$ cat src/rtl/dffram_32x4_2r1w_if.sv
// Tile pin bundle for dffram_32x4_2r1w (TinyTapeout user tile pins).
// The master drives enable and the input pins; the slave (the RAM) drives outputs.
interface dffram_32x4_2r1w_if;
    logic       ena;
    logic [7:0] ui_in;
    logic [7:0] uio_in;
    logic [7:0] uo_out;
    logic [7:0] uio_out;
    logic [7:0] uio_oe;

    modport master (
        output ena,
        output ui_in,
        output uio_in,
        input  uo_out,
        input  uio_out,
        input  uio_oe
    );

    modport slave (
        input  ena,
        input  ui_in,
        input  uio_in,
        output uo_out,
        output uio_out,
        output uio_oe
    );
endinterface

$ cat src/rtl/dffram_32x4_2r1w.sv
// dffram_32x4_2r1w: 32 x 4-bit flip-flop RAM, two read ports (A, B), one write
// port sharing address A, packed behind TinyTapeout tile pins.
// Optional macro DFFRAM_REGISTERED_READ_EN: reads go through an 8-bit output
// register (1-cycle latency, read-before-write). Default build reads are
// combinational.
module dffram_32x4_2r1w #(
    parameter int DEPTH  = 32,
    parameter int ADDR_W = 5,
    parameter int DATA_W = 4
) (
    input logic                 clk,
    input logic                 rst_n,
    dffram_32x4_2r1w_if.slave   bus
);

    logic [ADDR_W-1:0]             addr_a;
    logic [ADDR_W-1:0]             addr_b;
    logic [DATA_W-1:0]             wdata;
    logic                          we;
    logic                          wr_en;
    logic [DATA_W-1:0]             rd_a;
    logic [DATA_W-1:0]             rd_b;
    logic [DEPTH-1:0][DATA_W-1:0]  mem_q;
    logic [DEPTH-1:0][DATA_W-1:0]  mem_d;
    logic                          unused_uio7;

    // Pin unpacking: address B is split across ui_in[7:5] and uio_in[1:0].
    assign addr_a      = bus.ui_in[4:0];
    assign addr_b      = {bus.uio_in[1:0], bus.ui_in[7:5]};
    assign wdata       = bus.uio_in[5:2];
    assign we          = bus.uio_in[6];
    assign wr_en       = bus.ena & we;
    assign unused_uio7 = bus.uio_in[7];

    // uio pins are inputs only, in every state including reset.
    assign bus.uio_out = 8'h00;
    assign bus.uio_oe  = 8'h00;

    // Next-state of the array: only the addressed word changes on a write.
    always_comb begin
        mem_d = mem_q;
        if (wr_en) begin
            mem_d[addr_a] = wdata;
        end
    end

    // Storage update; reset clears every word and overrides a same-cycle write.
    always_ff @(posedge clk) begin
        if (!rst_n) begin
            mem_q <= '0;
        end else begin
            mem_q <= mem_d;
        end
    end

    // Both read ports index the stored array directly; no wdata bypass.
    assign rd_a = mem_q[addr_a];
    assign rd_b = mem_q[addr_b];

`ifdef DFFRAM_REGISTERED_READ_EN
    logic [7:0] dout_q;
    logic [7:0] dout_d;

    assign dout_d = {rd_b, rd_a};

    // Output register samples the pre-write array contents every edge.
    always_ff @(posedge clk) begin
        if (!rst_n) begin
            dout_q <= 8'h00;
        end else begin
            dout_q <= dout_d;
        end
    end

    assign bus.uo_out = dout_q;
`else
    assign bus.uo_out = {rd_b, rd_a};
`endif

endmodule

$ cat src/flat_wrapper.sv
// flat-port wrapper written by rule: the top's interface ports become plain ports
module dffram_32x4_2r1w_flat 
#(
    parameter int DEPTH  = 32,
    parameter int ADDR_W = 5,
    parameter int DATA_W = 4
)
  (clk, rst_n, bus_ena, bus_ui_in, bus_uio_in, bus_uo_out, bus_uio_out, bus_uio_oe);
  dffram_32x4_2r1w_if bus_i ();
  input logic clk;
  input logic rst_n;
  input wire logic [$bits(bus_i.ena)-1:0] bus_ena;
  input wire logic [$bits(bus_i.ui_in)-1:0] bus_ui_in;
  input wire logic [$bits(bus_i.uio_in)-1:0] bus_uio_in;
  output wire logic [$bits(bus_i.uo_out)-1:0] bus_uo_out;
  output wire logic [$bits(bus_i.uio_out)-1:0] bus_uio_out;
  output wire logic [$bits(bus_i.uio_oe)-1:0] bus_uio_oe;
  assign bus_i.ena = bus_ena;
  assign bus_i.ui_in = bus_ui_in;
  assign bus_i.uio_in = bus_uio_in;
  assign bus_uo_out = bus_i.uo_out;
  assign bus_uio_out = bus_i.uio_out;
  assign bus_uio_oe = bus_i.uio_oe;
  dffram_32x4_2r1w #(.DEPTH(DEPTH), .ADDR_W(ADDR_W), .DATA_W(DATA_W)) u_core (.clk(clk), .rst_n(rst_n), .bus(bus_i));
endmodule
$ cat config.mk
export PLATFORM = sky130hd
export DESIGN_NAME = dffram_32x4_2r1w_flat
export DESIGN_NICKNAME = d
export VERILOG_FILES = /design/src/rtl/dffram_32x4_2r1w_if.sv /design/src/rtl/dffram_32x4_2r1w.sv /design/src/flat_wrapper.sv
export SDC_FILE = /design/constraint.sdc
export NUM_CORES = 1
export LEC_CHECK = 0
export CAP_MARGIN = 5
export CORE_MARGIN = 3
export CORE_UTILIZATION = 65
export DETAILED_ROUTE_END_ITERATION = 8
export PLACE_DENSITY_LB_ADDON = 0.1
export RECOVER_POWER = 25
export SLEW_MARGIN = 20
export SYNTH_ARGS = -nofsm -noshare
export SYNTH_HDL_FRONTEND = slang
export SYNTH_SLANG_ARGS = --single-unit
$ cat constraint.sdc
create_clock -name clk -period 4.7 [get_ports clk]
set_input_delay 0.94 -clock clk [delete_from_list [all_inputs] [get_ports clk]]
set_output_delay 0.94 -clock clk [all_outputs]
set_load 0.01 [all_outputs]
==> impl_metrics.json <==
{
  "synth_top_area_share_pct": 34.9,
  "layout_commonest_cell": "sky130_fd_sc_hd__nand3_1",
  "vdd.ir_drop.worst_mv": 0.316,
  "cp_data_required_time_ns": 3.76,
  "drt-vias-per-instance": 7.56,
  "cell_rows": 38,
  "regToRegStartpoint": "u_core.mem_q[89]",
  "ant_diodes": 0,
  "per_cell_routed_wire_length_um": 25.1,
  "path_buf_inv": 2,
  "start_util_pct": 67.1,
  "first_global_vias": 6537,
  "placeableCoreArea_um2": 10900,
  "syn-cell-area_um2": 7340,
  "async_reset_ff_share_pct": 0,
  "postSynthCellCount": 749,
  "drive_gt1_share_pct": 19.4,
  "yosysWarningCount": 0,
  "cts-root-to-sink-buffers": 2,
  "detailedPlacementHpwl_mm": 12.4,
  "finClkSkew_ns": 0,
  "grt_overflow": 0,
  "cp_slowest_cell": "sky130_fd_sc_hd__dlygate4sd3_1",
  "period_minus_slack_ns": 4.43,
  "synth_largest_area_cell": "sky130_fd_sc_hd__dfxtp_1",
  "syn-mean-instance-area_um2": 9.80,
  "final.setup.tns_ns": 0,
  "worstMarginPinSlew_ns": 1.69,
  "largest_register": "u_core.mem_q",
  "routed_wirelength_mm": 21.8,
  "rrSetupSlack_ns": 3.89,
  "layout_top_registers": "u_core.mem_q x128",
  "critical_path.startpoint": "bus_ui_in[2]",
  "post_cts.resized_instances": 0,
  "finalWorstSetupSlack_ns": 0.275,
  "io-pin-count": 43,
  "grt_first_pass_wirelength_mm": 34.7,
  "maxCapViolCount": 1,
  "max_freq_ghz": 0.226,
  "crit_path_cell_trace": "dlygate4sd3_1 -> and3_1 -> a22oi_1 -> nand4_1 -> clkdlybuf4s50_1",
  "cpPeakStageDelay_ns": 0.87,
  "ys_dominant_reg_cell": "sky130_fd_sc_hd__dfxtp_1",
  "chipWidth_um": 112,
  "critPathArrivalTime_ns": 3.49,
  "worstPathMaxFanout": 16,
  "synth_sequential_area_ratio_pct": 34.9,
  "power.density_nw_per_um2": 327,
  "hold_path.startpoint": "u_core.mem_q[45]",
  "period_utilization_pct": 94.2,
  "vertical_die_dimension_um": 112,
  "hold_path_class": "reg2reg",
  "synth_edf_count": 0,
  "cts_htree_levels": 4,
  "critPathTopFamily": "buffers and inverters",
  "final-hold-violation-count": 0,
  "pin_count_of_the_biggest_net_entering_global_routing": 74,
  "synth_area_leaders": "sky130_fd_sc_hd__dfxtp_1, sky130_fd_sc_hd__mux4_2, sky130_fd_sc_hd__a21boi_0",
  "first_pass_drt_iterations": 6,
  "numCtsBuffers": 17,
  "setup_viol": 0,
  "placement.setup.worst_slack_ns": 0.338,
  "grt_util_all_layers_pct": 35.3,
  "worstSkewPairLatency_ns": 0.42,
  "cts-hold-fix-buffers": 0,
  "tritoncts_num_sinks": 128,
  "place.gp.congestion": 0.846,
  "timing.final.max_slew_violations": 33,
  "p_leak_nw": 2.51,
  "violation_count_after_the_first_detailed_route_iteration": 918,
  "run_status": "complete, but fails checks",
  "violations": "max-capacitance violations, max-slew violations",
  "detail_route.drc_violations": 0,
  "antenna_found_initial": 0,
  "synth.ff_latch_count": 128,
  "grt_setup_unrepaired": "false",
  "placement.io_buffers": 25,
  "crit_end_category": "output port",
  "tritoncts_clock_tree": "done",
  "synth_to_final_area_change_pct": 10.2,
  "netlist-cell-type-count": 27,
  "nNetsFinal": 734,
  "antenna_left": 0,
  "timing.setup.critical_path_class": "in2out",
  "mostFrequentLayoutCells": "sky130_fd_sc_hd__nand3_1, sky130_fd_sc_hd__o21ai_0, sky130_fd_sc_hd__dfxtp_1",
  "largest_register_ffs": 128,
  "floorplan.die_area_um2": 12600,
  "clk_root_buffer_cell": "sky130_fd_sc_hd__clkbuf_16",
  "vias": 6558,
  "timing.critical_path.from_type": "primary input",
  "clk_transition_reported_paths_ns": 0.06,
  "slew_headroom_pct": -12.8,
  "cts_post_setup_buffers_inserted": 0
}
-- through the flow --
step / std cells / hold slack (ns) / total power [mW] / area [um2] / util (%)
after floorplan: 764 / 0.460 / 1.27 / 7390 / -
after detailed placement: 836 / 0.492 / 1.33 / 7520 / 68.8
after CTS: 868 / 0.500 / 2.65 / 8120 / 74.3
after global placement: 836 / 0.473 / 1.33 / 7520 / 68.8
final: 868 / 0.498 / 2.65 / 8090 / 73.9
after global routing: 868 / 0.520 / 2.72 / 8090 / 73.9
-- Yosys cell counts (2+ instances only) --
cell,instances
sky130_fd_sc_hd__or3b_1,3
sky130_fd_sc_hd__a22oi_1,16
sky130_fd_sc_hd__buf_1,3
sky130_fd_sc_hd__nand4_1,5
sky130_fd_sc_hd__nand3_1,129
sky130_fd_sc_hd__buf_2,4
sky130_fd_sc_hd__nand4b_1,2
sky130_fd_sc_hd__mux4_2,72
sky130_fd_sc_hd__dfxtp_1,128
sky130_fd_sc_hd__buf_6,3
sky130_fd_sc_hd__nor3b_1,3
sky130_fd_sc_hd__and3b_1,3
sky130_fd_sc_hd__a21boi_0,127
sky130_fd_sc_hd__o21ai_0,128
sky130_fd_sc_hd__clkbuf_1,90
sky130_fd_sc_hd__buf_4,16
sky130_fd_sc_hd__nand3b_1,3
sky130_fd_sc_hd__mux2_2,4
sky130_fd_sc_hd__and4b_1,2
-- final timing paths --
kind | to | cells past startpoint
setup / recovery | bus_uo_out[2] | 5
hold / removal | u_core.mem_q[45] | 2
setup reg to reg | u_core.mem_q[89] | 2
hold reg to reg | u_core.mem_q[45] | 2
-- layout make-up --
| type | count | area (um2) |
|---|---|---|
| clock buffer | 18 | 429 |
| clock inverter | 14 | 168 |
| fill | 771 | 2850 |
| multi-input combinational | 520 | 4350 |
| sequential | 128 | 2560 |
| tap | 140 | 175 |
| timing repair buffer | 48 | 405 |
-- metal layers --
layer  part of all wire (%)  GRT usage (%)  vias to the layer above
met5                      0              0                        -
met4                    3.3           16.8                        0
met3                     12           10.4                       90
met2                     49           56.1                      492
met1                     36           44.7                     3216
li1                       -              -                     2760
-- cell families (layout without fill, tap and decap cells) --
group / after synthesis / count (layout) / share of synthesized area [%]
other cells: 1 / 16 / 0.0511
flops: 128 / 128 / 34.9
simple gates: 156 / 156 / 11.7
compound gates: 272 / 272 / 23.5
buf+inv: 116 / 80 / 7.13
mux: 76 / 76 / 22.7
-- where the power goes --
part	internal [mW]	switching, mW
sequential	1.09	0.00333
clock	0.830	0.505
combinational	0.0727	0.145
total	1.99	0.654
-- worst min-delay path: cells and delay by family, from the launching register on --
kind	cells	cell delay [ns]
AO/OA/AOI/OAI	2	0.13
flip-flops	1	0.32
No activity file was read; power rests on OpenSTA's default activity.
